==> src/rtl/i3c_pkg.sv <==
// Shared types for the DAT memory arbiter: FSM states, requester bundle and
// the RAM-side sink struct. Address fields are sized as a container wide
// enough for any table depth; modules size-cast into and out of them.
package i3c_pkg;

   localparam int DAT_DEPTH  = 128;
   localparam int DAT_WIDTH  = 64;
   localparam int DAT_ADDR_W = 16;

   typedef enum logic {
      ARB,
      CLEAR
   } dat_arb_state_e;

   typedef struct packed {
      logic                  write;
      logic [DAT_ADDR_W-1:0] addr;
      logic [DAT_WIDTH-1:0]  wdata;
      logic [DAT_WIDTH-1:0]  wmask;
   } dat_arb_req_t;

   typedef struct packed {
      logic                  req;
      logic                  write;
      logic [DAT_ADDR_W-1:0] addr;
      logic [DAT_WIDTH-1:0]  wdata;
      logic [DAT_WIDTH-1:0]  wmask;
   } dat_mem_sink_t;

endpackage

==> src/rtl/i3c_dat_mem_arbiter_if.sv <==
// Requester-side handshake bundle for one DAT access port (CSR or CTL).
// The requester drives master; the arbiter sits on slave.
interface i3c_dat_mem_arbiter_if
   import i3c_pkg::*;
#(
   parameter int AddrW = $clog2(DAT_DEPTH),
   parameter int Width = DAT_WIDTH
);

   logic             req;
   logic             write;
   logic [AddrW-1:0] addr;
   logic [Width-1:0] wdata;
   logic [Width-1:0] wmask;
   logic             gnt;
   logic             rvalid;
   logic [Width-1:0] rdata;

   modport master (
      output req, write, addr, wdata, wmask,
      input  gnt, rvalid, rdata
   );

   modport slave (
      input  req, write, addr, wdata, wmask,
      output gnt, rvalid, rdata
   );

endinterface

==> src/rtl/i3c_dat_mem_arbiter_rr_arb2.sv <==
// Two-way round-robin arbiter. Port 0 has priority out of reset; after any
// grant the other port gets priority on the next contended cycle. The
// pointer holds still on idle or disabled cycles.
module i3c_rr_arb2 (
   input  logic       clk_i,
   input  logic       rst_i,
   input  logic       en_i,
   input  logic [1:0] req_i,
   output logic [1:0] gnt_o
);

   logic prio_q;
   logic prio_d;

   // Pick a winner and move the pointer away from whoever just won.
   always_comb begin
      gnt_o  = 2'b00;
      prio_d = prio_q;
      if (en_i) begin
         if (req_i == 2'b11) begin
            gnt_o = prio_q ? 2'b10 : 2'b01;
         end else begin
            gnt_o = req_i;
         end
      end
      if (gnt_o[0]) begin
         prio_d = 1'b1;
      end else if (gnt_o[1]) begin
         prio_d = 1'b0;
      end
   end

   // Priority pointer register.
   always_ff @(posedge clk_i) begin
      if (rst_i) begin
         prio_q <= 1'b0;
      end else begin
         prio_q <= prio_d;
      end
   end

endmodule

==> src/rtl/i3c_dat_mem_arbiter.sv <==
// Shares the single-port DAT RAM between the CSR path and the controller
// command engine, and runs a hardware zero-fill of the whole table.
module i3c_dat_mem_arbiter
   import i3c_pkg::*;
#(
   parameter int Depth = DAT_DEPTH,
   parameter int Width = DAT_WIDTH,
   parameter int AddrW = $clog2(Depth)
) (
   input  logic                  clk_i,
   input  logic                  rst_i,
   i3c_dat_mem_arbiter_if.slave  csr_bus,
   i3c_dat_mem_arbiter_if.slave  ctl_bus,
   input  logic                  clr_start_i,
   output logic                  clr_busy_o,
   output logic                  clr_done_o,
   output logic                  mem_req_o,
   output logic                  mem_write_o,
   output logic [AddrW-1:0]      mem_addr_o,
   output logic [Width-1:0]      mem_wdata_o,
   output logic [Width-1:0]      mem_wmask_o,
   input  logic [Width-1:0]      mem_rdata_i
);

   dat_arb_state_e   state_q, state_d;
   logic [AddrW-1:0] cnt_q, cnt_d;
   logic             done_q, done_d;
   logic             csr_rvalid_q, csr_rvalid_d;
   logic             ctl_rvalid_q, ctl_rvalid_d;
   logic             oor_q, oor_d;
   logic [1:0]       gnt;
   logic             win_in_range;
   dat_arb_req_t     csr_req, ctl_req, win_req;
   dat_mem_sink_t    mem_sink;

   assign csr_req = '{write: csr_bus.write, addr: DAT_ADDR_W'(csr_bus.addr),
                      wdata: DAT_WIDTH'(csr_bus.wdata), wmask: DAT_WIDTH'(csr_bus.wmask)};
   assign ctl_req = '{write: ctl_bus.write, addr: DAT_ADDR_W'(ctl_bus.addr),
                      wdata: DAT_WIDTH'(ctl_bus.wdata), wmask: DAT_WIDTH'(ctl_bus.wmask)};

   // Grants are blocked for the whole clear so the walk owns the RAM.
   i3c_rr_arb2 u_arb (
      .clk_i (clk_i),
      .rst_i (rst_i),
      .en_i  (state_q == ARB),
      .req_i ({ctl_bus.req, csr_bus.req}),
      .gnt_o (gnt)
   );

   assign csr_bus.gnt  = gnt[0];
   assign ctl_bus.gnt  = gnt[1];
   assign win_req      = gnt[1] ? ctl_req : csr_req;
   assign win_in_range = 32'(win_req.addr) < 32'(Depth);

   // Next-state logic: route the winner to the RAM in ARB, walk the table in CLEAR.
   always_comb begin
      state_d      = state_q;
      cnt_d        = cnt_q;
      done_d       = 1'b0;
      mem_sink     = '0;
      csr_rvalid_d = gnt[0] & ~csr_bus.write;
      ctl_rvalid_d = gnt[1] & ~ctl_bus.write;
      oor_d        = ~win_in_range;
      case (state_q)
         ARB: begin
            if (|gnt) begin
               mem_sink.req   = win_in_range;
               mem_sink.write = win_req.write;
               mem_sink.addr  = win_req.addr;
               mem_sink.wdata = win_req.wdata;
               mem_sink.wmask = win_req.wmask;
            end
            if (clr_start_i) begin
               state_d = CLEAR;
               cnt_d   = '0;
            end
         end
         CLEAR: begin
            mem_sink.req   = 1'b1;
            mem_sink.write = 1'b1;
            mem_sink.addr  = DAT_ADDR_W'(cnt_q);
            mem_sink.wdata = '0;
            mem_sink.wmask = '1;
            if (cnt_q == AddrW'(Depth - 1)) begin
               state_d = ARB;
               cnt_d   = '0;
               done_d  = 1'b1;
            end else begin
               cnt_d = cnt_q + AddrW'(1);
            end
         end
         default: begin
            state_d = ARB;
         end
      endcase
   end

   // State, clear counter and read-return registers.
   always_ff @(posedge clk_i) begin
      if (rst_i) begin
         state_q      <= ARB;
         cnt_q        <= '0;
         done_q       <= 1'b0;
         csr_rvalid_q <= 1'b0;
         ctl_rvalid_q <= 1'b0;
         oor_q        <= 1'b0;
      end else begin
         state_q      <= state_d;
         cnt_q        <= cnt_d;
         done_q       <= done_d;
         csr_rvalid_q <= csr_rvalid_d;
         ctl_rvalid_q <= ctl_rvalid_d;
         oor_q        <= oor_d;
      end
   end

   // Only one read can be in flight, so a single out-of-range flag covers both ports.
   assign csr_bus.rvalid = csr_rvalid_q;
   assign ctl_bus.rvalid = ctl_rvalid_q;
   assign csr_bus.rdata  = (csr_rvalid_q && !oor_q) ? mem_rdata_i : '0;
   assign ctl_bus.rdata  = (ctl_rvalid_q && !oor_q) ? mem_rdata_i : '0;

   assign clr_busy_o  = (state_q == CLEAR);
   assign clr_done_o  = done_q;
   assign mem_req_o   = mem_sink.req;
   assign mem_write_o = mem_sink.write;
   assign mem_addr_o  = AddrW'(mem_sink.addr);
   assign mem_wdata_o = Width'(mem_sink.wdata);
   assign mem_wmask_o = Width'(mem_sink.wmask);

endmodule

==> src/flat_wrapper.sv <==
// flat-port wrapper written by rule: the top's interface ports become plain ports
module i3c_dat_mem_arbiter_flat import i3c_pkg::*;
#(
   parameter int Depth = DAT_DEPTH,
   parameter int Width = DAT_WIDTH,
   parameter int AddrW = $clog2(Depth)
)
  (clk_i, rst_i, clr_start_i, clr_busy_o, clr_done_o, mem_req_o, mem_write_o, mem_addr_o, mem_wdata_o, mem_wmask_o, mem_rdata_i, csr_bus_req, csr_bus_write, csr_bus_addr, csr_bus_wdata, csr_bus_wmask, csr_bus_gnt, csr_bus_rvalid, csr_bus_rdata, ctl_bus_req, ctl_bus_write, ctl_bus_addr, ctl_bus_wdata, ctl_bus_wmask, ctl_bus_gnt, ctl_bus_rvalid, ctl_bus_rdata);
  i3c_dat_mem_arbiter_if #(.AddrW(AddrW), .Width(Width)) csr_bus_i ();
  i3c_dat_mem_arbiter_if #(.AddrW(AddrW), .Width(Width)) ctl_bus_i ();
  input  logic clk_i;
  input  logic rst_i;
  input  logic clr_start_i;
  output logic clr_busy_o;
  output logic clr_done_o;
  output logic mem_req_o;
  output logic mem_write_o;
  output logic [AddrW-1:0] mem_addr_o;
  output logic [Width-1:0] mem_wdata_o;
  output logic [Width-1:0] mem_wmask_o;
  input  logic [Width-1:0] mem_rdata_i;
  input wire logic [$bits(csr_bus_i.req)-1:0] csr_bus_req;
  input wire logic [$bits(csr_bus_i.write)-1:0] csr_bus_write;
  input wire logic [$bits(csr_bus_i.addr)-1:0] csr_bus_addr;
  input wire logic [$bits(csr_bus_i.wdata)-1:0] csr_bus_wdata;
  input wire logic [$bits(csr_bus_i.wmask)-1:0] csr_bus_wmask;
  output wire logic [$bits(csr_bus_i.gnt)-1:0] csr_bus_gnt;
  output wire logic [$bits(csr_bus_i.rvalid)-1:0] csr_bus_rvalid;
  output wire logic [$bits(csr_bus_i.rdata)-1:0] csr_bus_rdata;
  input wire logic [$bits(ctl_bus_i.req)-1:0] ctl_bus_req;
  input wire logic [$bits(ctl_bus_i.write)-1:0] ctl_bus_write;
  input wire logic [$bits(ctl_bus_i.addr)-1:0] ctl_bus_addr;
  input wire logic [$bits(ctl_bus_i.wdata)-1:0] ctl_bus_wdata;
  input wire logic [$bits(ctl_bus_i.wmask)-1:0] ctl_bus_wmask;
  output wire logic [$bits(ctl_bus_i.gnt)-1:0] ctl_bus_gnt;
  output wire logic [$bits(ctl_bus_i.rvalid)-1:0] ctl_bus_rvalid;
  output wire logic [$bits(ctl_bus_i.rdata)-1:0] ctl_bus_rdata;
  assign csr_bus_i.req = csr_bus_req;
  assign csr_bus_i.write = csr_bus_write;
  assign csr_bus_i.addr = csr_bus_addr;
  assign csr_bus_i.wdata = csr_bus_wdata;
  assign csr_bus_i.wmask = csr_bus_wmask;
  assign csr_bus_gnt = csr_bus_i.gnt;
  assign csr_bus_rvalid = csr_bus_i.rvalid;
  assign csr_bus_rdata = csr_bus_i.rdata;
  assign ctl_bus_i.req = ctl_bus_req;
  assign ctl_bus_i.write = ctl_bus_write;
  assign ctl_bus_i.addr = ctl_bus_addr;
  assign ctl_bus_i.wdata = ctl_bus_wdata;
  assign ctl_bus_i.wmask = ctl_bus_wmask;
  assign ctl_bus_gnt = ctl_bus_i.gnt;
  assign ctl_bus_rvalid = ctl_bus_i.rvalid;
  assign ctl_bus_rdata = ctl_bus_i.rdata;
  i3c_dat_mem_arbiter #(.Depth(Depth), .Width(Width), .AddrW(AddrW)) u_core (.clk_i(clk_i), .rst_i(rst_i), .csr_bus(csr_bus_i), .ctl_bus(ctl_bus_i), .clr_start_i(clr_start_i), .clr_busy_o(clr_busy_o), .clr_done_o(clr_done_o), .mem_req_o(mem_req_o), .mem_write_o(mem_write_o), .mem_addr_o(mem_addr_o), .mem_wdata_o(mem_wdata_o), .mem_wmask_o(mem_wmask_o), .mem_rdata_i(mem_rdata_i));
endmodule
==> config.mk <==
export PLATFORM = sky130hd
export DESIGN_NAME = i3c_dat_mem_arbiter_flat
export DESIGN_NICKNAME = d
export VERILOG_FILES = /design/src/rtl/i3c_pkg.sv /design/src/rtl/i3c_dat_mem_arbiter_if.sv /design/src/rtl/i3c_dat_mem_arbiter_rr_arb2.sv /design/src/rtl/i3c_dat_mem_arbiter.sv /design/src/flat_wrapper.sv
export SDC_FILE = /design/constraint.sdc
export NUM_CORES = 1
export LEC_CHECK = 0
export BUFFER_PORTS_ARGS = -buffer_cell sky130_fd_sc_hd__buf_2
export CORE_AREA = 5 5 235 237
export DETAILED_ROUTE_END_ITERATION = 8
export DIE_AREA = 0 0 240 242
export GPL_TIMING_DRIVEN = 1
export PLACE_DENSITY = 0.41
export SLEW_MARGIN = 15
export SYNTH_ARGS = -nofsm -noshare
export SYNTH_HDL_FRONTEND = slang
export SYNTH_SLANG_ARGS = --single-unit
export TNS_END_PERCENT = 1
==> constraint.sdc <==
create_clock -name clk_i -period 2.4 [get_ports clk_i]
set_clock_uncertainty 0.05 [all_clocks]
set_input_delay 0.36 -clock clk_i [delete_from_list [all_inputs] [get_ports clk_i]]
set_output_delay 0.36 -clock clk_i [all_outputs]
set_load 0.1 [all_outputs]
==> implementation parameters <==
Parameter                              Value

Status
  Result of the run    finished clean

Global routing
  Antenna violations before repair    30
  Pin count of the biggest net entering global routing    72
  Met2 Track Usage GR    0.235
  Wire length of the first global-routing pass    54.6 mm
  Met3 routing resource usage after global routing    0.0383
  Global-route congestion overflow total    0
  Met1 Resource Use GR    0.144
  Total routing usage reported by global routing    0.130
  Via count of the first global-routing pass    7110
  Most utilized layer in the global route result    met2

Setup path
  Worst endpoint data arrival time    1970 ps
  CP cell instances    nand2b_4, nand3_4, buf_16, buf_4, mux2i_1, o21ai_1, buf_12
  Worst reg2reg path depth    5
  Crit path largest cell delay    380 ps
  Worst path slowest cell    dfxtp_2
  Critical Path Sink    mem_addr_o[3]
  Largest fanout on the critical path    40
  Element type at the critical path end    output port
  Startpoint of the worst setup timing path    u_core.u_arb.prio_q
  Worst Setup Start Kind    flop
  Reg2Reg Launch Point    u_core.clr_busy_o
  Register-to-Register Setup Slack    720 ps
  Endpoint of the worst register-to-register path    u_core.clr_busy_o
  Crit Path Category    flop to output port
  CP Data Required Time    1990 ps

Detailed routing
  Number of routed nets with antenna violations    0
  Total vias in the final route    6726
  Initial DRT Pass Iterations    4
  Number of design rule violations left after detail routing    0
  Routed len/inst    21.6 um
  Wire length reported by the detailed router    40.9 mm
  Number of DRC markers in iteration 0    230
  DR vias/cell    3.55

Final layout
  Finished Cell Area    12200 um^2
  Most common library cell in the layout ignoring fill and taps    buf_2
  Most frequent cells in the layout    buf_2 (342), buf_12 (276), nand2_1 (139)
  Fraction of final layout cells with drive strength greater than 1    0.628
  Area added between synthesis and finish    243%
  Number of cells in the finished layout apart from fillers    1893
  Net count, final    1533

Timing
  Maximum clock frequency    0.420 GHz
  Final Critical Period    2380 ps
  Worst slack on hold paths    252 ps
  RSZ-0062 raised after global routing    yes
  Slew at the pin closest to its max-slew limit    498 ps
  Final Hold Vio Count    0
  Worst slew slack as a fraction of its limit    0.670
  Final setup violation count    0
  Number of max-slew violations in the final report    0
  Final cycle utilization of the critical path    0.993

Floorplanning
  Placeable core area    53100 um^2
  Placement row count    85
  Width of the chip    240 um
  Die area    58100 um^2
  Vertical die dimension    242 um
  IO Count    612
  Effective utilization at floorplan    0.0669

Yosys
  Synth Area in Adders    0.00352
  Share of synthesized cell area in and, or, nand and nor gates    0.407
  Mapped Nets    934
  Post-synthesis average cell area    6.00 um^2
  Count of unique library cells instantiated by Yosys    33
  Area of the mapped netlist    3550 um^2
  Mux share of post-synthesis cell area    0.209
  Number of warnings issued by yosys    0
  Flip-flop and latch count after synthesis    12
  Compound-gate portion of the synthesized area    0.217
  Instance count of the mapped netlist    592
  Main combinational cell family by area after synthesis    simple AND/OR/NAND/NOR gates
  Share of the yosys chip area belonging to registers    0.0677
  Synth Area in XOR/XNOR    0

Hold path
  Launch point of the worst hold path    csr_bus_write
  HP Class    input pin to flop

Clocking
  CTS tree    built
  Clock Pin Slew Worst Setup and Hold Paths    40 ps
  Number of clock sinks    12
  Cell at the root of the clock tree    clkbuf_16
  Buffer depth of the longest clock path    2
  Maximum level of the CTS H-tree    1
  Clock Latency Late Sink    240 ps
  CTS Buf Count    3
  Number of buffers inserted for hold repair after clock tree synthesis    0

Placed design
  Final weighted congestion of routability-driven global placement    0.872
  Post-detailed-placement half-perimeter wirelength    36.3 mm
  Number of buffer cells added on primary ports    611
  Number of placed instances, taps included    1880
  Placed Instance Area    11900 um^2

Power
  Max VDD drop    0.226 mV
  Total power divided by cell area    415 nW/um^2
  Leakage Power    5.68 nW

Job
  Maximum capacitance violations    0
[stage by stage]
step / TNS (ps) / power, mW / worst slack, ps / util
3_3_place_gp: 0 / 4.71 / 129 / 0.224
6_report: 0 / 5.06 / 18.0 / 0.230
3_5_place_dp: 0 / 4.72 / 116 / 0.224
2_1_floorplan: -94710 / 2.78 / -718 / -
4_1_cts: -123 / 5.12 / -31.3 / 0.228
5_1_grt: -1380 / 5.25 / -61.7 / 0.229
[per-layer routing]
layer	routed length [um]	share of wire	vias up
li1	-	-	3180
met1	15100	0.37	3001
met2	20300	0.50	447
met3	3740	0.091	74
met4	1630	0.040	24
met5	154	0.0038	-
[flip-flops by register name, summed over array words and instances (netlist names)]
register and count:
u_core.clr_done_o 1, u_core.csr_bus.rvalid 1, u_core.clr_busy_o 1, u_core.u_arb.prio_q 1, u_core.cnt_q 7, u_core.ctl_bus.rvalid 1
[synthesized netlist by cell type (all sizes together)]
| master | count | area share |
|---|---|---|
| nand2 | 141 | 0.15 |
| and2 | 128 | 0.23 |
| o21ai | 76 | 0.11 |
| mux2i | 73 | 0.21 |
| a21oi | 71 | 0.10 |
| clkbuf | 31 | 0.033 |
| buf | 29 | 0.059 |
| dfxtp | 12 | 0.068 |
| nor2 | 6 | 0.0063 |
| inv | 4 | 0.0042 |
| nor3 | 4 | 0.0056 |
| nand3 | 3 | 0.0056 |
| a211oi | 1 | 0.0021 |
| a31oi | 1 | 0.0018 |
| and3 | 1 | 0.0018 |
| ha | 1 | 0.0035 |
| mux2 | 1 | 0.0032 |
| nand2b | 1 | 0.0018 |
| nand3b | 1 | 0.0021 |
| nand4 | 1 | 0.0018 |
| nor2b | 1 | 0.0018 |
| nor3b | 1 | 0.0021 |
| o211ai | 1 | 0.0021 |
| o31a | 1 | 0.0025 |
| or3 | 1 | 0.0018 |
| or4 | 1 | 0.0021 |
[how the worst min path moves through the flow]
stage | endpoint | slack, ps | depth (start not counted)
after floorplan | u_core.clr_busy_o | 380 | 1
after global placement | u_core.cnt_q[4] | 450 | 2
after detailed placement | u_core.cnt_q[4] | 450 | 2
after CTS | u_core.csr_bus.rvalid | 250 | 2
after global routing | u_core.csr_bus.rvalid | 260 | 2
final | u_core.csr_bus.rvalid | 250 | 2
[report_power, final]
part           leakage (nW)  internal [mW]  switching (mW)
clock network        0.0442          0.252          0.0903
registers            0.0981          0.206         0.00652
logic                  5.54           1.54            2.97
[worst max-delay path: cells and delay by family (launching register included)]
kind            cells  cell delay, ps
compound gates      1             220
buf+inv             3             650
simple gates        2             320
flops               1             380
mux                 1             110
[what timing repair did]
action / CTS / global route
gates cloned: 2 / 0
setup endpoints to repair: 40 / 70
pin swaps: 0 / 1
setup buffers: 0 / 0
resized for setup: 10 / 16
[area by class of cell]
type / count / area [um^2]
fillers: 5731 / 40900
flip-flops and latches: 12 / 243
well taps: 696 / 871
repair buffers: 654 / 7620
multi-input cells: 516 / 3320
inverters: 4 / 22.5
clock buffers: 4 / 88.8
diodes: 7 / 17.5
[logic make-up after synthesis]
logic type,Yosys count
AO/OA/AOI/OAI,151
adder cells (fa/ha/maj),1
buffers and inverters,64
flip-flops,12
multiplexers,74
AND/OR/NAND/NOR,290
Note: power is estimated with default switching activity, not from simulation.
